===== src/rtl/mem_stage_pkg.sv =====
// Shared RV64 defines for the memory stage: widths, opcodes, size codes, helpers.
package mem_stage_pkg;

  localparam int unsigned XLEN     = 64;
  localparam int unsigned INST_LEN = 32;

  // instr[6:2] major opcode codes
  localparam logic [4:0] OP_LOAD   = 5'b00000;
  localparam logic [4:0] OP_STORE  = 5'b01000;
  localparam logic [4:0] OP_IMM    = 5'b00100;
  localparam logic [4:0] OP_OP     = 5'b01100;
  localparam logic [4:0] OP_SYSTEM = 5'b11100;

  // funct3[1:0] access size codes
  localparam logic [1:0] SZ_B = 2'b00;
  localparam logic [1:0] SZ_H = 2'b01;
  localparam logic [1:0] SZ_W = 2'b10;
  localparam logic [1:0] SZ_D = 2'b11;

  localparam logic [INST_LEN-1:0] NOP_ENC = 32'h0000_0013;

  function automatic logic is_load(input logic [INST_LEN-1:0] instr);
    return instr[6:2] == OP_LOAD;
  endfunction

  function automatic logic is_store(input logic [INST_LEN-1:0] instr);
    return instr[6:2] == OP_STORE;
  endfunction

  // Byte-enable pattern for an access of the given size at offset 0
  function automatic logic [7:0] size_mask(input logic [1:0] sz);
    case (sz)
      SZ_B:    return 8'h01;
      SZ_H:    return 8'h03;
      SZ_W:    return 8'h0F;
      default: return 8'hFF;
    endcase
  endfunction

  // True when the offset is not a multiple of the access size
  function automatic logic misaligned(input logic [2:0] off, input logic [1:0] sz);
    case (sz)
      SZ_B:    return 1'b0;
      SZ_H:    return off[0];
      SZ_W:    return |off[1:0];
      default: return |off;
    endcase
  endfunction

endpackage


===== src/rtl/mem_stage_if.sv =====
// Data-memory port: req/gnt request phase, rvalid response phase.
interface mem_stage_if #(
  parameter int unsigned XLEN = mem_stage_pkg::XLEN
);
  logic            req;
  logic            we;
  logic [XLEN-1:0] addr;
  logic [XLEN-1:0] wdata;
  logic [7:0]      wmask;
  logic            gnt;
  logic            rvalid;
  logic [XLEN-1:0] rdata;

  modport master (
    output req, we, addr, wdata, wmask,
    input  gnt, rvalid, rdata
  );

  modport slave (
    input  req, we, addr, wdata, wmask,
    output gnt, rvalid, rdata
  );
endinterface


===== src/rtl/mem_stage_lsu_load_align.sv =====
// Load data alignment: shift the addressed field down and sign/zero-extend it.
module lsu_load_align
  import mem_stage_pkg::*;
#(
  parameter int unsigned XLEN = mem_stage_pkg::XLEN
) (
  input  logic [XLEN-1:0] rdata_i,
  input  logic [2:0]      off_i,
  input  logic [2:0]      funct3_i,
  output logic [XLEN-1:0] lsres_o
);

  logic [XLEN-1:0] field;
  logic            uns;

  // Extract field at byte offset, then extend by size/signedness
  always_comb begin
    field   = rdata_i >> {off_i, 3'b000};
    uns     = funct3_i[2];
    lsres_o = field;
    case (funct3_i[1:0])
      SZ_B: lsres_o = {{(XLEN-8){~uns & field[7]}},   field[7:0]};
      SZ_H: lsres_o = {{(XLEN-16){~uns & field[15]}}, field[15:0]};
      SZ_W: lsres_o = {{(XLEN-32){~uns & field[31]}}, field[31:0]};
      default: lsres_o = field;
    endcase
  end

endmodule


===== src/rtl/mem_stage.sv =====
// RV64 memory-access stage: issues loads/stores, aligns load data, feeds writeback.
module mem_stage
  import mem_stage_pkg::*;
#(
  parameter int unsigned      XLEN      = mem_stage_pkg::XLEN,
  parameter logic [31:0]      NOP_INSTR = NOP_ENC
) (
  input  logic              clk,
  input  logic              rst_n,
  input  logic              in_valid_i,
  output logic              in_ready_o,
  input  logic [XLEN-1:0]   pc_i,
  input  logic [31:0]       instr_i,
  input  logic [XLEN-1:0]   alures_i,
  input  logic [XLEN-1:0]   stdata_i,
  input  logic [XLEN-1:0]   csrdata_i,
  mem_stage_if.master       mem,
  output logic              wb_valid_o,
  output logic [XLEN-1:0]   wb_pc_o,
  output logic [31:0]       wb_instr_o,
  output logic [XLEN-1:0]   wb_alures_o,
  output logic [XLEN-1:0]   wb_lsres_o,
  output logic [XLEN-1:0]   wb_csrdata_o,
  output logic              misalign_o
);

  typedef enum logic [1:0] {S_IDLE, S_REQ, S_WAIT} state_e;

  state_e          state_q, state_d;
  logic [XLEN-1:0] hold_pc_q, hold_pc_d;
  logic [31:0]     hold_instr_q, hold_instr_d;
  logic [XLEN-1:0] hold_alures_q, hold_alures_d;
  logic [XLEN-1:0] hold_stdata_q, hold_stdata_d;
  logic [XLEN-1:0] hold_csrdata_q, hold_csrdata_d;
  logic            wb_valid_q, wb_valid_d;
  logic [XLEN-1:0] wb_pc_q, wb_pc_d;
  logic [31:0]     wb_instr_q, wb_instr_d;
  logic [XLEN-1:0] wb_alures_q, wb_alures_d;
  logic [XLEN-1:0] wb_lsres_q, wb_lsres_d;
  logic [XLEN-1:0] wb_csrdata_q, wb_csrdata_d;
  logic            misalign_q, misalign_d;

  logic            in_mem_op;
  logic            in_misal;
  logic            done;
  logic [XLEN-1:0] load_res;

  lsu_load_align #(.XLEN(XLEN)) u_align (
    .rdata_i  (mem.rdata),
    .off_i    (hold_alures_q[2:0]),
    .funct3_i (hold_instr_q[14:12]),
    .lsres_o  (load_res)
  );

  // Memory port driven from the held op so it stays stable until granted
  always_comb begin
    mem.req   = (state_q == S_REQ);
    mem.we    = (state_q == S_REQ) && is_store(hold_instr_q);
    mem.addr  = {hold_alures_q[XLEN-1:3], 3'b000};
    mem.wdata = hold_stdata_q << {hold_alures_q[2:0], 3'b000};
    mem.wmask = size_mask(hold_instr_q[13:12]) << hold_alures_q[2:0];
  end

  assign in_ready_o   = (state_q == S_IDLE);
  assign wb_valid_o   = wb_valid_q;
  assign wb_pc_o      = wb_pc_q;
  assign wb_instr_o   = wb_instr_q;
  assign wb_alures_o  = wb_alures_q;
  assign wb_lsres_o   = wb_lsres_q;
  assign wb_csrdata_o = wb_csrdata_q;
  assign misalign_o   = misalign_q;

  // Next-state and writeback register update; default each cycle is a bubble
  always_comb begin
    state_d        = state_q;
    hold_pc_d      = hold_pc_q;
    hold_instr_d   = hold_instr_q;
    hold_alures_d  = hold_alures_q;
    hold_stdata_d  = hold_stdata_q;
    hold_csrdata_d = hold_csrdata_q;
    wb_valid_d     = 1'b0;
    wb_pc_d        = wb_pc_q;
    wb_instr_d     = NOP_INSTR;
    wb_alures_d    = wb_alures_q;
    wb_lsres_d     = wb_lsres_q;
    wb_csrdata_d   = wb_csrdata_q;
    misalign_d     = 1'b0;
    done           = 1'b0;

    in_mem_op = is_load(instr_i) || is_store(instr_i);
    in_misal  = misaligned(alures_i[2:0], instr_i[13:12]);

    case (state_q)
      S_IDLE: begin
        if (in_valid_i) begin
          if (in_mem_op && !in_misal) begin
            hold_pc_d      = pc_i;
            hold_instr_d   = instr_i;
            hold_alures_d  = alures_i;
            hold_stdata_d  = stdata_i;
            hold_csrdata_d = csrdata_i;
            state_d        = S_REQ;
          end else begin
            wb_valid_d   = 1'b1;
            wb_pc_d      = pc_i;
            wb_instr_d   = instr_i;
            wb_alures_d  = alures_i;
            wb_lsres_d   = '0;
            wb_csrdata_d = csrdata_i;
            misalign_d   = in_mem_op;
          end
        end
      end
      S_REQ: begin
        if (mem.gnt) begin
          if (mem.rvalid) done = 1'b1;
          else            state_d = S_WAIT;
        end
      end
      S_WAIT: begin
        if (mem.rvalid) done = 1'b1;
      end
      default: state_d = S_IDLE;
    endcase

    if (done) begin
      state_d      = S_IDLE;
      wb_valid_d   = 1'b1;
      wb_pc_d      = hold_pc_q;
      wb_instr_d   = hold_instr_q;
      wb_alures_d  = hold_alures_q;
      wb_lsres_d   = is_store(hold_instr_q) ? '0 : load_res;
      wb_csrdata_d = hold_csrdata_q;
    end
  end

  // State, holding and writeback registers
  always_ff @(posedge clk or negedge rst_n) begin
    if (!rst_n) begin
      state_q        <= S_IDLE;
      hold_pc_q      <= '0;
      hold_instr_q   <= '0;
      hold_alures_q  <= '0;
      hold_stdata_q  <= '0;
      hold_csrdata_q <= '0;
      wb_valid_q     <= 1'b0;
      wb_pc_q        <= '0;
      wb_instr_q     <= NOP_INSTR;
      wb_alures_q    <= '0;
      wb_lsres_q     <= '0;
      wb_csrdata_q   <= '0;
      misalign_q     <= 1'b0;
    end else begin
      state_q        <= state_d;
      hold_pc_q      <= hold_pc_d;
      hold_instr_q   <= hold_instr_d;
      hold_alures_q  <= hold_alures_d;
      hold_stdata_q  <= hold_stdata_d;
      hold_csrdata_q <= hold_csrdata_d;
      wb_valid_q     <= wb_valid_d;
      wb_pc_q        <= wb_pc_d;
      wb_instr_q     <= wb_instr_d;
      wb_alures_q    <= wb_alures_d;
      wb_lsres_q     <= wb_lsres_d;
      wb_csrdata_q   <= wb_csrdata_d;
      misalign_q     <= misalign_d;
    end
  end

endmodule


===== src/flat_wrapper.sv =====
// flat-port wrapper written by rule: the top's interface ports become plain ports
module mem_stage_flat import mem_stage_pkg::*;
#(
  parameter int unsigned      XLEN      = mem_stage_pkg::XLEN,
  parameter logic [31:0]      NOP_INSTR = NOP_ENC
)
  (clk, rst_n, in_valid_i, in_ready_o, pc_i, instr_i, alures_i, stdata_i, csrdata_i, wb_valid_o, wb_pc_o, wb_instr_o, wb_alures_o, wb_lsres_o, wb_csrdata_o, misalign_o, mem_req, mem_we, mem_addr, mem_wdata, mem_wmask, mem_gnt, mem_rvalid, mem_rdata);
  mem_stage_if #(.XLEN(XLEN)) mem_i ();
  input  logic clk;
  input  logic rst_n;
  input  logic in_valid_i;
  output logic in_ready_o;
  input  logic [XLEN-1:0] pc_i;
  input  logic [31:0] instr_i;
  input  logic [XLEN-1:0] alures_i;
  input  logic [XLEN-1:0] stdata_i;
  input  logic [XLEN-1:0] csrdata_i;
  output logic wb_valid_o;
  output logic [XLEN-1:0] wb_pc_o;
  output logic [31:0] wb_instr_o;
  output logic [XLEN-1:0] wb_alures_o;
  output logic [XLEN-1:0] wb_lsres_o;
  output logic [XLEN-1:0] wb_csrdata_o;
  output logic misalign_o;
  output wire logic [$bits(mem_i.req)-1:0] mem_req;
  output wire logic [$bits(mem_i.we)-1:0] mem_we;
  output wire logic [$bits(mem_i.addr)-1:0] mem_addr;
  output wire logic [$bits(mem_i.wdata)-1:0] mem_wdata;
  output wire logic [$bits(mem_i.wmask)-1:0] mem_wmask;
  input wire logic [$bits(mem_i.gnt)-1:0] mem_gnt;
  input wire logic [$bits(mem_i.rvalid)-1:0] mem_rvalid;
  input wire logic [$bits(mem_i.rdata)-1:0] mem_rdata;
  assign mem_req = mem_i.req;
  assign mem_we = mem_i.we;
  assign mem_addr = mem_i.addr;
  assign mem_wdata = mem_i.wdata;
  assign mem_wmask = mem_i.wmask;
  assign mem_i.gnt = mem_gnt;
  assign mem_i.rvalid = mem_rvalid;
  assign mem_i.rdata = mem_rdata;
  mem_stage #(.XLEN(XLEN), .NOP_INSTR(NOP_INSTR)) u_core (.clk(clk), .rst_n(rst_n), .in_valid_i(in_valid_i), .in_ready_o(in_ready_o), .pc_i(pc_i), .instr_i(instr_i), .alures_i(alures_i), .stdata_i(stdata_i), .csrdata_i(csrdata_i), .mem(mem_i), .wb_valid_o(wb_valid_o), .wb_pc_o(wb_pc_o), .wb_instr_o(wb_instr_o), .wb_alures_o(wb_alures_o), .wb_lsres_o(wb_lsres_o), .wb_csrdata_o(wb_csrdata_o), .misalign_o(misalign_o));
endmodule

===== config.mk =====
export PLATFORM = sky130hd
export DESIGN_NAME = mem_stage_flat
export DESIGN_NICKNAME = d
export VERILOG_FILES = /design/src/rtl/mem_stage_pkg.sv /design/src/rtl/mem_stage_if.sv /design/src/rtl/mem_stage_lsu_load_align.sv /design/src/rtl/mem_stage.sv /design/src/flat_wrapper.sv
export SDC_FILE = /design/constraint.sdc
export NUM_CORES = 1
export LEC_CHECK = 0
export CORE_AREA = 2 2 303 305
export CTS_CLUSTER_SIZE = 24
export DETAILED_ROUTE_END_ITERATION = 12
export DIE_AREA = 0 0 305 307
export GPL_ROUTABILITY_DRIVEN = 0
export HOLD_SLACK_MARGIN = 0.12
export MAX_ROUTING_LAYER = met4
export PLACE_DENSITY_LB_ADDON = 0.08
export SETUP_SLACK_MARGIN = 0.2
export SKIP_CTS_REPAIR_TIMING = 1
export SLEW_MARGIN = 20
export SYNTH_ARGS = -nofsm -noshare
export SYNTH_HDL_FRONTEND = slang
export SYNTH_SLANG_ARGS = --single-unit
export TNS_END_PERCENT = 100

===== constraint.sdc =====
create_clock -name clk -period 6.3 [get_ports clk]
set_clock_uncertainty 0.15 [all_clocks]
set_input_delay 1.26 -clock clk [delete_from_list [all_inputs] [get_ports clk]]
set_output_delay 1.26 -clock clk [all_outputs]
set_load 0.03 [all_outputs]

== Word level (Yosys, flattened, before mapping) ==
Index checks and enable logic that the tools add are counted.

* Bits in registers: 580
* Word-level logic and storage cells: 89
* Input port bits: 357

* Shifts and indexed selects: 3
* Bitwise gates (word level): 4
* Equality and inequality tests: 14
* Multiplexer cells: 40
* Reductions and logical operators: 15

{| class="wikitable"
|+ Operators with widths
! operator !! count
|-
| 64-bit two-way mux || 17
|-
| 64-bit one-hot mux with 3 select lines || 1
|-
| 32-bit two-way mux || 4
|-
| 64-bit by 6-bit left shift with 64-bit output || 1
|-
| 64-bit by 6-bit >> shifter with 64-bit output || 1
|-
| 8-bit one-hot mux with 3 select lines || 1
|-
| 5-bit by 4-bit equality test with 1-bit output, second input constant || 2
|-
| 2-bit two-way mux || 5
|-
| 1-bit two-way mux || 9
|-
| 8-bit by 3-bit left shift with 8-bit output || 1
|-
| 2-bit by 1-bit equality test with 1-bit output, second input constant || 3
|-
| 2-bit equality test, second input constant || 3
|-
| 2-bit logical NOT || 3
|-
| 3-bit by 1-bit inequality test with 1-bit output, second input constant || 2
|-
| 3-bit by 2-bit inequality test with 1-bit output, second input constant || 2
|-
| 2-bit one-hot mux with 3 select lines || 1
|-
| 3-bit AND reduction || 2
|-
| 5-bit logical NOT || 1
|-
| 5-bit AND reduction || 1
|-
| 2-bit by 1-bit inequality test with 1-bit output, second input constant || 2
|-
| 2-bit nonzero test || 2
|-
| 1-bit bitwise AND || 3
|-
| 1-bit one-hot mux with 3 select lines || 1
|-
| 3-bit OR reduction || 1
|-
| other kinds (6) || 7
|}

== Longest topological paths before layout ==
* Depth after elaboration: 8
* Mapped depth: 11

== Cells and area by module ==
From an unflattened synthesis, not the netlist that was laid out.

* Cells, all modules: 2132
* Area total of the unflattened synthesis: 28812.6 µm²

{| class="wikitable"
|+ Modules (own cells, without submodules)
! module !! cells each !! area an instance (µm²) !! seq. area each (µm²) !! instances
|-
| mem_stage || 1868 || 26512.9 || 14517.7 || 1
|-
| lsu_load_align || 264 || 2299.7 || 0.0 || 1
|}

== Least setup slack after synthesis ==
OpenSTA, ideal clock, no wires.

* Kind: reg-to-output
* Start: register u_core.hold_alures_q[2]
* End: output port mem_wdata[40]
* Required time: 4.890 ns
* Path buffers: 3
* Path slack: 2.665 ns
* Data arrival time: 2.225 ns
* Stages on the path, launching flop included: 7
* Path through: dfrtp_1 -> buf_2 -> inv_2 -> clkbuf_1 -> clkbuf_1 -> a21oi_1 -> o21ai_0

* Word-level cells in the longest chain between the ends: 1

{| class="wikitable"
|+ Ends and longest elaborated chain
! item !! line !! RTL
|-
| from (decl) || mem_stage.sv:32 || <nowiki>logic [XLEN-1:0] hold_alures_q, hold_alures_d;</nowiki>
|-
| from (signal assigned) || mem_stage.sv:157 || <nowiki>hold_alures_q <= hold_alures_d;</nowiki>
|-
| 64-bit by 6-bit left shift with 64-bit output || mem_stage.sv:60 || <nowiki>mem.wdata = hold_stdata_q << {hold_alures_q[2:0], 3'b000};</nowiki>
|-
| to (decl) || flat_wrapper.sv:28 || <nowiki>output wire logic [$bits(mem_i.wdata)-1:0] mem_wdata;</nowiki>
|}

Every way passes these cells.

== Final worst setup path ==
* Start: register u_core.hold_alures_q[0]
* End: output port mem_wmask[2]

* Word-level cells in the longest chain between the ends: 1

{| class="wikitable"
|+ Ends and longest elaborated chain
! item !! line !! RTL
|-
| 8-bit by 3-bit left shift with 8-bit output || mem_stage.sv:61 || <nowiki>mem.wmask = size_mask(hold_instr_q[13:12]) << hold_alures_q[2:0];</nowiki>
|-
| to (decl) || flat_wrapper.sv:29 || <nowiki>output wire logic [$bits(mem_i.wmask)-1:0] mem_wmask;</nowiki>
|}

Every way passes these cells.

==> flow_summary.ini <==
[logic_synthesis]
synthFlopType = dfrtp_1
synth-async-reset-ratio = 1.00
synth-seq-cells = 580
seq_area_frac_synth = 0.529
yosysTopAreaCell = dfrtp_1
synth_top_area_frac = 0.526
synth_commonest_cells = dfrtp_1 (577), mux2_2 (333), nand2_1 (315)
synth_warnings = 0
synth_edf_count = 0
syn_avg_cell_area_um2 = 11.5
synth_cell_types = 60
synth_area_mm2 = 0.0275
yosysMostFrequentCell = dfrtp_1
synth.area.top_cells = dfrtp_1 (53%), mux2_2 (14%), mux2i_1 (9.8%), nand2_1 (4.3%), o21ai_0 (4.0%)
synth_cells = 2380

[critical_path]
cp_cell_sequence = buf_4 > a21o_1 > nor2_1 > a211oi_1 > clkdlybuf4s50_1
cp_max_fo = 66
crit_required_ns = 4.89
crit_family = buffers and inverters
criticalPathCategory = flop to output port
cp-end-kind = output port
start_kind = flop
reg2reg_slack_ns = 2.09
slowest_delay_ns = 1.08
path_buf_inv = 2
worstPathArrival_ns = 3.66
crit_path_top_delay_cell = dfrtp_4

[power]
intPower_mw = 11.1
p_leak_nw = 17.8
clkPwrFrac = 0.216
combPwrFrac = 0.473
ir_worst_vdd_uv = 210
p_per_area_mw_per_mm2 = 497
power_switching_mw = 7.93
p_seq_frac = 0.312
totalPowerFinal_mw = 19.0
swShare = 0.416

[sta]
final-hold-violation-count = 0
worst_slew_pin_slew_ns = 1.10
slew_headroom = 0.267
setup_tns_ns = 0
rsz0062_at_grt = no
maxSlewViolCount = 0
max_freq_mhz = 197
min_period_ns = 5.07
fin_crit_sh = 0.805
setup-violations-final = 0

[finish]
drive_gt1_frac = 0.170
utilization = 0.422
final_cells = 4286
area_delta_synth_final_pct = 39.3
fin_area_mm2 = 0.0383
nNetsFinal = 3391
fillers = 8638

[cts]
cts_root_buffer = clkbuf_16
cts_made_buffers = 72
clk_pin_slew_ns = 0.06
ctsHtreeMaxLevel = 3
clockBufferDepth = 3
clk_latency_ns = 0.61
cts_tree = built
cts_sinks = 580

[routing]
drt_iter0_drc = 1288
post-route-drc-count = 0
routed_wl_um = 101000
vias = 21018
wl_per_cell_um = 23.5
vias_per_cell = 4.90
ant_nets = 0
firstDrtPassIters = 6

[die]
fp.dieArea_mm2 = 0.0936
start_util = 0.303
core_area_mm2 = 0.0907
die_h_um = 307
die_w_um = 305
io_pins = 786
row_count = 111

[global_routing]
grt_max_degree = 137
antenna_found_initial = 18
grt_use_total = 0.215
first_global_vias = 21825
grt_overflow = 0
grt_pass1_wl_um = 147000

[run]
max_cap_viol_count = 0

[placed_design]
portBuffers = 782
place_area_mm2 = 0.0359
place_inst = 4143
dp_hpwl_um = 72700

[run_status]
status = complete, no violations

[worst_hold_path]
hold_path.class = flop to flop
flip-flops by register name, indices dropped and copies added (netlist names):
name and flops:
u_core.hold_stdata_q 64, u_core.hold_csrdata_q 64, u_core.wb_alures_o 64, u_core.hold_pc_q 64, u_core.misalign_o 1, u_core.wb_instr_o 32, u_core.hold_alures_q 64, u_core.wb_lsres_o 64
u_core.wb_csrdata_o 64, u_core.hold_instr_q 32, u_core.wb_pc_o 64, u_core.wb_valid_o 1, u_core.state_q 2
area by class of cell:
class	count	area, µm²	share of cell area
Clock inverter	16	165	0.00432
Clock buffer	109	2180	0.0571
Timing Repair Buffer	818	8270	0.216
Inverter	5	18.8	0.000490
Sequential cell	580	14500	0.380
Tap cell	1186	1480	0.0388
Multi-Input combinational cell	1554	11600	0.302
Antenna cell	18	45.0	0.00118
logic make-up after synthesis:
| family | synth area share |
|---|---|
| multiplexers | 0.248 |
| flip-flops | 0.529 |
| AND/OR/NAND/NOR | 0.0726 |
| AO/OA/AOI/OAI | 0.0974 |
| other | 0.000137 |
| adder cells (fa/ha/maj) | 0.00137 |
| buffers and inverters | 0.0520 |
path summary, 6_finish.rpt:
path                                                      from                             endpoint  depth (start not counted)
max in group asynchronous                                rst_n  u_core.wb_csrdata_o[13]$_DFFE_PN0P_                          2
max reg2reg                u_core.hold_alures_q[0]$_DFFE_PN0P_    u_core.wb_lsres_o[14]$_DFFE_PN0P_                          7
max                        u_core.hold_alures_q[0]$_DFFE_PN0P_                         mem_wmask[2]                          5
min                        u_core.wb_csrdata_o[38]$_DFFE_PN0P_  u_core.wb_csrdata_o[38]$_DFFE_PN0P_                          2
min in group asynchronous                                rst_n  u_core.hold_stdata_q[4]$_DFFE_PN0P_                          1
min reg2reg                u_core.wb_csrdata_o[38]$_DFFE_PN0P_  u_core.wb_csrdata_o[38]$_DFFE_PN0P_                          2
worst register-to-register path, cell delays in order (launching register included):
cell and delay (ns):
dfrtp_4 1.08, buf_4 0.56, buf_4 0.60, mux2i_1 0.26, a22o_1 0.32, nor4_4 0.41, and2_0 0.57, a221o_1 0.20
stage by stage:
step                worst slack, ns  hold slack (ns)
CTS                            1.16            0.332
detailed placement             1.88            0.319
global placement               1.67            0.313
finish                         1.23            0.327
global route                   1.02            0.351
floorplan                      2.67            0.294
placed cells by master (no fill, tap or decap), types with 8 or more instances in the layout:
master,Yosys,routed
a22o_1,17,17
buf_12,0,12
diode_2,0,18
o22a_1,8,8
mux4_2,14,14
a221o_1,8,8
dfrtp_1,577,574
mux2i_1,270,270
clkbuf_16,0,74
o21ai_0,222,222
nor2b_1,19,19
o21ai_1,70,70
o22ai_1,10,10
mux2_2,333,333
nor2_1,80,78
o32ai_1,8,8
nand2_1,315,315
clkbuf_1,70,15
a32oi_1,9,9
clkbuf_8,0,20
buf_4,94,23
and2_1,23,23
a21oi_1,69,69
clkdlybuf4s50_1,0,781
clkinv_2,0,8
layer usage:
layer,wire [µm],track usage
met1,40000,0.250
met4,3070,0.0762
met3,7480,0.0589
met5,0,-
met2,50100,0.357
power by group through the flow:
stage | combinational [mW] | clock [mW] | sequential [mW]
global route | 9.55 | 4.42 | 6.11
detailed placement | 9.10 | 0 | 5.98
floorplan | 3.94 | 0 | 7.28
finish | 9.00 | 4.10 | 5.93
CTS | 9.12 | 4.26 | 5.94
global placement | 9.02 | 0 | 5.94
Note: power is estimated with default switching activity, not from simulation.
